[src/rtl/exec_pkg.sv]
// Shared op codes, FSM states and constants for the execute stage.
// The optional iterative multiplier is enabled with EXEC_MUL_EN.
package exec_pkg;

  typedef logic [3:0] alu_op_t;

  localparam alu_op_t OP_ADD   = 4'd0;
  localparam alu_op_t OP_SUB   = 4'd1;
  localparam alu_op_t OP_AND   = 4'd2;
  localparam alu_op_t OP_OR    = 4'd3;
  localparam alu_op_t OP_XOR   = 4'd4;
  localparam alu_op_t OP_SLL   = 4'd5;
  localparam alu_op_t OP_SRL   = 4'd6;
  localparam alu_op_t OP_SRA   = 4'd7;
  localparam alu_op_t OP_SLT   = 4'd8;
  localparam alu_op_t OP_SLTU  = 4'd9;
  localparam alu_op_t OP_PASSB = 4'd10;
  localparam alu_op_t OP_MUL   = 4'd11;

  typedef enum logic {
    IDLE = 1'b0,
    MUL  = 1'b1
  } ex_state_t;

  localparam int MUL_STEPS = 32;
  localparam int CNT_W     = $clog2(MUL_STEPS);

endpackage

[src/rtl/execute_stage_if.sv]
// Upstream inputs and EX/MEM outputs of the execute stage.
// slave is the stage's view, master the driver/consumer view.
interface execute_stage_if
  import exec_pkg::*;
#(
  parameter int WIDTH = 32
) ();

  logic             valid_in;
  alu_op_t          alu_op_in;
  logic [WIDTH-1:0] operand_a_in;
  logic [WIDTH-1:0] operand_b_in;
  logic [WIDTH-1:0] store_data_in;
  logic [4:0]       rd_in;
  logic             is_load_in;
  logic             is_store_in;
  logic             is_write_in;
  logic             flush_in;

  logic             stall_out;
  logic             valid_out;
  logic [WIDTH-1:0] alu_result_out;
  logic [WIDTH-1:0] write_data_out;
  logic [4:0]       rd_out;
  logic             is_load_out;
  logic             is_store_out;
  logic             is_write_out;

  modport slave (
    input  valid_in, alu_op_in,
    input  operand_a_in, operand_b_in,
    input  store_data_in, rd_in,
    input  is_load_in, is_store_in,
    input  is_write_in, flush_in,
    output stall_out, valid_out,
    output alu_result_out, write_data_out,
    output rd_out, is_load_out,
    output is_store_out, is_write_out
  );

  modport master (
    output valid_in, alu_op_in,
    output operand_a_in, operand_b_in,
    output store_data_in, rd_in,
    output is_load_in, is_store_in,
    output is_write_in, flush_in,
    input  stall_out, valid_out,
    input  alu_result_out, write_data_out,
    input  rd_out, is_load_out,
    input  is_store_out, is_write_out
  );

endinterface

[src/rtl/mul_iter.sv]
// Iterative shift-add multiplier, one partial product per step.
// product is the accumulator after the current step is applied.
module mul_iter #(
  parameter int WIDTH = 32
) (
  input  logic             clk,
  input  logic             rst_n,
  input  logic             start,
  input  logic             step,
  input  logic [WIDTH-1:0] a,
  input  logic [WIDTH-1:0] b,
  output logic [WIDTH-1:0] product
);

  logic [WIDTH-1:0] mcand;
  logic [WIDTH-1:0] mplier;
  logic [WIDTH-1:0] acc;

  assign product = mplier[0] ? acc + mcand : acc;

  always_ff @(posedge clk or negedge rst_n) begin
    if (!rst_n) begin
      mcand  <= '0;
      mplier <= '0;
      acc    <= '0;
    end else if (start) begin
      mcand  <= a;
      mplier <= b;
      acc    <= '0;
    end else if (step) begin
      acc    <= product;
      mcand  <= mcand << 1;
      mplier <= mplier >> 1;
    end
  end

endmodule

[src/rtl/execute_stage.sv]
// Execute stage: inline ALU feeding the EX/MEM registers.
// EXEC_MUL_EN adds the iterative MUL unit and its stall FSM.
module execute_stage
  import exec_pkg::*;
#(
  parameter int WIDTH = 32
) (
  input  logic            clk,
  input  logic            reset,
  execute_stage_if.slave  bus
);

  logic [WIDTH-1:0] res;
  logic [4:0]       shamt;
  logic             take;

  assign shamt = bus.operand_b_in[4:0];

  always_comb begin
    res = '0;
    case (bus.alu_op_in)
      OP_ADD:   res = bus.operand_a_in + bus.operand_b_in;
      OP_SUB:   res = bus.operand_a_in - bus.operand_b_in;
      OP_AND:   res = bus.operand_a_in & bus.operand_b_in;
      OP_OR:    res = bus.operand_a_in | bus.operand_b_in;
      OP_XOR:   res = bus.operand_a_in ^ bus.operand_b_in;
      OP_SLL:   res = bus.operand_a_in << shamt;
      OP_SRL:   res = bus.operand_a_in >> shamt;
      OP_SRA:   res = $unsigned($signed(bus.operand_a_in) >>> shamt);
      OP_SLT:   res = {{(WIDTH-1){1'b0}},
                       $signed(bus.operand_a_in) < $signed(bus.operand_b_in)};
      OP_SLTU:  res = {{(WIDTH-1){1'b0}},
                       bus.operand_a_in < bus.operand_b_in};
      OP_PASSB: res = bus.operand_b_in;
      default:  res = '0;
    endcase
  end

`ifdef EXEC_MUL_EN
  localparam logic [CNT_W-1:0] LAST = CNT_W'(MUL_STEPS - 1);

  ex_state_t        state;
  ex_state_t        state_nx;
  logic [CNT_W-1:0] count;
  logic             is_mul;
  logic             start;
  logic             done;
  logic [WIDTH-1:0] product;
  logic [WIDTH-1:0] h_wdata;
  logic [4:0]       h_rd;
  logic             h_load;
  logic             h_store;
  logic             h_write;

  assign is_mul = bus.valid_in && (bus.alu_op_in == OP_MUL);
  assign start  = (state == IDLE) && is_mul && !bus.flush_in;
  assign done   = (state == MUL) && (count == LAST) && !bus.flush_in;
  assign take   = (state == IDLE) && bus.valid_in
                  && !is_mul && !bus.flush_in;

  // Gated by reset so stall drops the moment reset asserts
  assign bus.stall_out = reset && !bus.flush_in &&
    (((state == IDLE) && is_mul) ||
     ((state == MUL) && (count != LAST)));

  always_comb begin
    state_nx = state;
    case (state)
      IDLE:    if (start) state_nx = MUL;
      MUL:     if (bus.flush_in || count == LAST) state_nx = IDLE;
      default: state_nx = IDLE;
    endcase
  end

  always_ff @(posedge clk or negedge reset) begin
    if (!reset) begin
      state   <= IDLE;
      count   <= '0;
      h_wdata <= '0;
      h_rd    <= '0;
      h_load  <= 1'b0;
      h_store <= 1'b0;
      h_write <= 1'b0;
    end else begin
      state <= state_nx;
      if (start) begin
        count   <= '0;
        h_wdata <= bus.store_data_in;
        h_rd    <= bus.rd_in;
        h_load  <= bus.is_load_in;
        h_store <= bus.is_store_in;
        h_write <= bus.is_write_in;
      end else if (state == MUL) begin
        count <= count + 1'b1;
      end
    end
  end

  mul_iter #(.WIDTH(WIDTH)) u_mul (
    .clk     (clk),
    .rst_n   (reset),
    .start   (start),
    .step    (state == MUL),
    .a       (bus.operand_a_in),
    .b       (bus.operand_b_in),
    .product (product)
  );
`else
  assign take          = bus.valid_in && !bus.flush_in;
  assign bus.stall_out = 1'b0;
`endif

  always_ff @(posedge clk or negedge reset) begin
    if (!reset) begin
      bus.valid_out      <= 1'b0;
      bus.alu_result_out <= '0;
      bus.write_data_out <= '0;
      bus.rd_out         <= '0;
      bus.is_load_out    <= 1'b0;
      bus.is_store_out   <= 1'b0;
      bus.is_write_out   <= 1'b0;
    end else if (take) begin
      bus.valid_out      <= 1'b1;
      bus.alu_result_out <= res;
      bus.write_data_out <= bus.store_data_in;
      bus.rd_out         <= bus.rd_in;
      bus.is_load_out    <= bus.is_load_in;
      bus.is_store_out   <= bus.is_store_in;
      bus.is_write_out   <= bus.is_write_in;
`ifdef EXEC_MUL_EN
    end else if (done) begin
      bus.valid_out      <= 1'b1;
      bus.alu_result_out <= product;
      bus.write_data_out <= h_wdata;
      bus.rd_out         <= h_rd;
      bus.is_load_out    <= h_load;
      bus.is_store_out   <= h_store;
      bus.is_write_out   <= h_write;
`endif
    end else begin
      bus.valid_out    <= 1'b0;
      bus.is_load_out  <= 1'b0;
      bus.is_store_out <= 1'b0;
      bus.is_write_out <= 1'b0;
    end
  end

endmodule

[src/flat_wrapper.sv]
// flat-port wrapper written by rule: the top's interface ports become plain ports
module execute_stage_flat import exec_pkg::*;
#(
  parameter int WIDTH = 32
)
  (clk, reset, bus_valid_in, bus_alu_op_in, bus_operand_a_in, bus_operand_b_in, bus_store_data_in, bus_rd_in, bus_is_load_in, bus_is_store_in, bus_is_write_in, bus_flush_in, bus_stall_out, bus_valid_out, bus_alu_result_out, bus_write_data_out, bus_rd_out, bus_is_load_out, bus_is_store_out, bus_is_write_out);
  execute_stage_if #(.WIDTH(WIDTH)) bus_i ();
  input  logic clk;
  input  logic reset;
  input wire logic [$bits(bus_i.valid_in)-1:0] bus_valid_in;
  input wire logic [$bits(bus_i.alu_op_in)-1:0] bus_alu_op_in;
  input wire logic [$bits(bus_i.operand_a_in)-1:0] bus_operand_a_in;
  input wire logic [$bits(bus_i.operand_b_in)-1:0] bus_operand_b_in;
  input wire logic [$bits(bus_i.store_data_in)-1:0] bus_store_data_in;
  input wire logic [$bits(bus_i.rd_in)-1:0] bus_rd_in;
  input wire logic [$bits(bus_i.is_load_in)-1:0] bus_is_load_in;
  input wire logic [$bits(bus_i.is_store_in)-1:0] bus_is_store_in;
  input wire logic [$bits(bus_i.is_write_in)-1:0] bus_is_write_in;
  input wire logic [$bits(bus_i.flush_in)-1:0] bus_flush_in;
  output wire logic [$bits(bus_i.stall_out)-1:0] bus_stall_out;
  output wire logic [$bits(bus_i.valid_out)-1:0] bus_valid_out;
  output wire logic [$bits(bus_i.alu_result_out)-1:0] bus_alu_result_out;
  output wire logic [$bits(bus_i.write_data_out)-1:0] bus_write_data_out;
  output wire logic [$bits(bus_i.rd_out)-1:0] bus_rd_out;
  output wire logic [$bits(bus_i.is_load_out)-1:0] bus_is_load_out;
  output wire logic [$bits(bus_i.is_store_out)-1:0] bus_is_store_out;
  output wire logic [$bits(bus_i.is_write_out)-1:0] bus_is_write_out;
  assign bus_i.valid_in = bus_valid_in;
  assign bus_i.alu_op_in = bus_alu_op_in;
  assign bus_i.operand_a_in = bus_operand_a_in;
  assign bus_i.operand_b_in = bus_operand_b_in;
  assign bus_i.store_data_in = bus_store_data_in;
  assign bus_i.rd_in = bus_rd_in;
  assign bus_i.is_load_in = bus_is_load_in;
  assign bus_i.is_store_in = bus_is_store_in;
  assign bus_i.is_write_in = bus_is_write_in;
  assign bus_i.flush_in = bus_flush_in;
  assign bus_stall_out = bus_i.stall_out;
  assign bus_valid_out = bus_i.valid_out;
  assign bus_alu_result_out = bus_i.alu_result_out;
  assign bus_write_data_out = bus_i.write_data_out;
  assign bus_rd_out = bus_i.rd_out;
  assign bus_is_load_out = bus_i.is_load_out;
  assign bus_is_store_out = bus_i.is_store_out;
  assign bus_is_write_out = bus_i.is_write_out;
  execute_stage #(.WIDTH(WIDTH)) u_core (.clk(clk), .reset(reset), .bus(bus_i));
endmodule
[config.mk]
export PLATFORM = sky130hd
export DESIGN_NAME = execute_stage_flat
export DESIGN_NICKNAME = d
export VERILOG_FILES = /design/src/rtl/exec_pkg.sv /design/src/rtl/execute_stage_if.sv /design/src/rtl/mul_iter.sv /design/src/rtl/execute_stage.sv /design/src/flat_wrapper.sv
export SDC_FILE = /design/constraint.sdc
export NUM_CORES = 1
export LEC_CHECK = 0
export BUFFER_PORTS_ARGS = -buffer_cell sky130_fd_sc_hd__buf_2
export CAP_MARGIN = 10
export CORE_MARGIN = 2
export CORE_UTILIZATION = 59
export CTS_CLUSTER_DIAMETER = 50
export DETAILED_ROUTE_END_ITERATION = 8
export GPL_ROUTABILITY_DRIVEN = 0
export PLACE_DENSITY = 0.86
export SLEW_MARGIN = 10
export SYNTH_ARGS = -nofsm -noshare
export SYNTH_HDL_FRONTEND = slang
export SYNTH_SLANG_ARGS = --single-unit
export TNS_END_PERCENT = 50
[constraint.sdc]
create_clock -name clk -period 2.2 [get_ports clk]
set_input_delay 0.44 -clock clk [delete_from_list [all_inputs] [get_ports clk]]
set_output_delay 0.44 -clock clk [all_outputs]
set_load 0.03 [all_outputs]
==> results of run 1 <==
==> metal layers <==
layer / GRT overflow / global-route usage [%]
met5: 0 / 55.5
met4: 242 / 98.3
met3: 22 / 83.7
met2: 475 / 108
met1: 22 / 89.7
==> logic make-up after synthesis <==
logic type / count (synthesis) / synth area share (%)
other: 1 / 0.0316
multiplexers: 120 / 13.8
buffers and inverters: 219 / 7.44
adder cells (fa/ha/maj): 103 / 11.0
AO/OA/AOI/OAI: 529 / 30.0
XOR/XNOR: 17 / 1.26
flip-flops: 73 / 15.4
AND/OR/NAND/NOR: 554 / 21.0
==> synth_stat cells (22+ instances only) <==
cell type and instances:
a22oi_1 29, nor3_1 43, nor2_1 144, a21oi_1 134, dfrtp_1 73, clkbuf_1 83, o211ai_1 35, mux4_2 31
nand2_1 231, nand3_1 37, ha_1 101, o21bai_1 22, mux2_2 39, inv_1 92, mux2i_1 50, o21ai_0 105
==> through the flow <==
step	util, %	worst slack [ns]
2_1_floorplan	-	-1.33
3_3_place_gp	84.1	-1.17
3_5_place_dp	84.1	-1.27
4_1_cts	93.7	-0.599
==> repair_timing <==
item / CTS
endpoints found under the setup margin: 32
gates resized for setup: 268
endpoints found under the hold margin: 0
cloned: 4
hold buffers: 0
pin swaps: 109
buffers inserted: 47
==> flow_summary.json, run 1 <==
{
  "status": "did not finish",
  "flow.stopped_at": "global routing (5_1_grt)",
  "first-error": "[ERROR GRT-0116] Global routing finished with congestion. Check the congestion regions in the DRC Viewer.",
  "cts-root-buf": "clkbuf_16",
  "ios": 186,
  "initial_core_util_pct": 60.5,
  "ys_seq_area_share_pct": 15.4,
  "syn_area_sq_um": 11900,
  "dp.cells": 2432,
  "grt_first_pass_wirelength_um": 155000,
  "synth-main-ff-cell": "dfrtp_1",
  "grt_overflow": 761,
  "synth_area_per_cell_sq_um": 7.34,
  "synth.area.top_cells": "dfrtp_1, ha_1, nand2_1",
  "yosysTopAreaCellShare_pct": 15.4,
  "synth_top_area_cell": "dfrtp_1",
  "synth_fp_nets": 1831,
  "place_area_sq_um": 16500,
  "grt_max_degree": 51,
  "synthArstFlopShare_pct": 100,
  "synth_edf_count": 0,
  "io_buffers": 184,
  "clkSinkCount": 73,
  "ys.warnings.count": 0,
  "grtUsageTotal_pct": 93.6,
  "synth-seq-cells": 73,
  "grt_pass1_vias": 22900,
  "htreeDepth": 3,
  "cts_buffers": 9,
  "syn_inst": 1616,
  "die_w_um": 146,
  "dieHeight_um": 146,
  "dpl.hpwl_um": 45900,
  "clockBufferDepth": 2,
  "num_rows": 51,
  "yosysUniqueCellTypes": 88
}
==> inputs of run 2 (changes only) <==
--- a/config.mk
+++ b/config.mk
@@ -8,11 +8,10 @@
 export BUFFER_PORTS_ARGS = -buffer_cell sky130_fd_sc_hd__buf_2
 export CAP_MARGIN = 10
 export CORE_MARGIN = 2
-export CORE_UTILIZATION = 59
-export CTS_CLUSTER_DIAMETER = 50
+export CORE_UTILIZATION = 40
 export DETAILED_ROUTE_END_ITERATION = 8
 export GPL_ROUTABILITY_DRIVEN = 0
-export PLACE_DENSITY = 0.86
+export PLACE_DENSITY_LB_ADDON = 0.15
 export SLEW_MARGIN = 10
 export SYNTH_ARGS = -nofsm -noshare
 export SYNTH_HDL_FRONTEND = slang
==> run 2 against run 1 <==
  * The flow now finishes, with violations (negative setup slack)
  * Synthesized cell count stayed put
  * Synthesized area is the same
==> flow_summary.json, run 2 <==
{
  "p_per_area_nw_per_um2": 416,
  "period_needed_ns": 2.91,
  "grt_overflow": 0,
  "holdWs_ns": 0.0493,
  "syn_area_sq_um": 11900,
  "power_w": 0.00801,
  "io_buffers": 184,
  "clk_pin_slew_ns": 0.07,
  "die-area_sq_um": 31000,
  "cap_violations": 0,
  "clockBufferDepth": 2,
  "ant_nets": 0,
  "finalMaxSlewViolations": 0,
  "rsz0062_at_grt": "true",
  "finalWorstSetupSlack_ns": -0.706,
  "syn_inst": 1616,
  "tightest_slew_ns": 0.676,
  "crit_type": "input pin to flop",
  "num_rows": 63,
  "htreeDepth": 3,
  "clock_skew_ns": 0,
  "rrSetupSlack_ns": 0.05,
  "r2r-start": "u_core.bus.alu_result_out[23]",
  "core_area_sq_um": 29400,
  "cts_tree": "built",
  "post-route-util_pct": 65.6,
  "area_delta_synth_final_pct": 62.6,
  "initial_core_util_pct": 40.3,
  "grtUsageTotal_pct": 37.0,
  "synth_edf_count": 0,
  "status": "finished with violations",
  "min_path_type": "input pin to asynchronous set/reset pin",
  "crit_start": "bus_operand_b_in[0]",
  "clkLatencyLatePin_ns": 0.34,
  "synth-main-ff-cell": "dfrtp_1",
  "setup_viol_count_final": 32,
  "dieHeight_um": 176,
  "ys_seq_area_share_pct": 15.4,
  "slew_headroom_pct": 54.9,
  "reg2reg_to": "u_core.bus.alu_result_out[23]",
  "layout_commonest_cell": "buf_4",
  "dp_worst_setup_slack_ns": -1.27,
  "drive_gt1_share_pct": 47.4,
  "p_leak_nw": 9.09,
  "failed_checks": "negative setup slack",
  "n_antenna_cell": 0,
  "layout_common_cells": "buf_4, nand2_1, buf_2, nor2_1, a21oi_1",
  "synthArstFlopShare_pct": 100,
  "synth_most_common_cell": "nand2_1",
  "vdd_drop_max_mv": 0.380,
  "ff2ff_path_depth": 8,
  "yosysTopAreaCellShare_pct": 15.4,
  "fmax_mhz": 344,
  "dpl.hpwl_um": 45900,
  "wirelength_um": 60400,
  "first_pass_iters": 8,
  "ys.warnings.count": 0,
  "via_per_inst": 6.11,
  "biggestRegsByFlops": "u_core.bus.alu_result_out x32, u_core.bus.write_data_out x32, u_core.bus.rd_out x5",
  "grt_max_degree": 51,
  "cp.arrival_ns": 3.19,
  "crit_required_ns": 2.48,
  "cp-endpoint": "u_core.bus.alu_result_out[28]",
  "wl_per_cell_um": 22.7,
  "nets": 2482,
  "cp_max_fo": 3,
  "cts-root-buf": "clkbuf_16",
  "synth.area.top_cells": "dfrtp_1, ha_1, nand2_1",
  "yosysUniqueCellTypes": 88,
  "ios": 186,
  "fin_crit_sh_pct": 132,
  "cts_buffers": 9,
  "first_iter_violations": 1938,
  "synth_commonest_cells": "nand2_1, nor2_1, a21oi_1, o21ai_0, ha_1",
  "antenna_found_initial": 0,
  "die_w_um": 176,
  "critPathLaunchType": "input pin",
  "end_kind": "flop",
  "synth_fp_nets": 1831,
  "synth-seq-cells": 73,
  "synth_top_area_cell": "dfrtp_1",
  "grt_first_pass_wirelength_um": 88300,
  "clkSinkCount": 73,
  "remaining_drc_errors": 0,
  "synth_area_per_cell_sq_um": 7.34,
  "vias": 16300,
  "hold_viol": 0,
  "grt_pass1_vias": 15500
}
[run 2: cell counts after synthesis]
Identical to the previous run, type by type.
[run 2: per-layer routing]
layer	wire [um]	GRT usage, %	part of all wire [%]	up-vias
met4	4800	25.6	7.9	0
met2	26500	57.7	44	1077
met1	23000	46.6	38	7638
met3	6080	6.35	10	280
li1	-	-	-	7268
met5	0	0	0	-
[run 2: cell type report]
cell class,instances,area [sq um]
fillers,2449,10100
inverters,99,423
well taps,390,488
multi-input cells,1324,10500
repair buffers,760,5710
clock inverters,7,60.1
clock buffers,9,225
flip-flops and latches,73,1830
[run 2: worst min path at each step]
stage          start                       endpoint  slack, ns  cells past startpoint
2_1_floorplan  reset   u_core.bus.alu_result_out[0]       0.14                      0
5_1_grt        reset  u_core.bus.write_data_out[20]       0.08                      1
4_1_cts        reset           u_core.bus.rd_out[4]       0.06                      1
3_5_place_dp   reset           u_core.bus.rd_out[4]       0.43                      1
3_3_place_gp   reset           u_core.bus.rd_out[4]       0.43                      1
6_report       reset           u_core.bus.rd_out[4]       0.05                      1
[run 2: per-stage QoR]
step	instances	instance area, sq um	setup TNS [ns]
2_1_floorplan	1616	12100	-19.80
3_5_place_dp	2580	16800	-32.60
3_3_place_gp	2580	16800	-31.60
5_1_grt	2662	19300	-16.09
4_1_cts	2646	18600	-13.96
6_report	2662	19300	-14.34
[run 2: power breakdown]
group / total [W] / internal (W) / switching [W] / leakage (nW)
registers: 0.00160 / 0.00151 / 0.0000898 / 0.932
clock network: 0.00146 / 0.000784 / 0.000673 / 0.131
logic: 0.00496 / 0.00220 / 0.00276 / 8.02
total: 0.00801 / 0.00449 / 0.00352 / 9.09
[run 2: cell families after synthesis]
logic type / after synthesis / share of synthesized area (%)
AO/OA/AOI/OAI: 529 / 30.0
XOR/XNOR: 17 / 1.26
buffers and inverters: 219 / 7.44
multiplexers: 120 / 13.8
AND/OR/NAND/NOR: 554 / 21.0
flip-flops: 73 / 15.4
other: 1 / 0.0316
adder cells (fa/ha/maj): 103 / 11.0
[run 2: critical path: stages]
cell and delay (ns):
buf_8 0.09, ha_2 0.18, inv_1 0.08, fa_2 0.42, nand2b_4 0.18, a21oi_4 0.18, o2111ai_4 0.15, nand4_1 0.19
nand2_2 0.13, o311a_4 0.35, o41a_1 0.42, a2111o_1 0.30, nand3_1 0.07
[run 2: what timing repair did]
item / in CTS / in global routing
resized for setup: 221 / 133
hold buffers: 0 / 0
pin swaps: 85 / 53
gates cloned: 5 / 1
setup buffers: 50 / 17
endpoints found under the setup margin: 32 / 32
No activity file was read; power rests on OpenSTA's default activity.
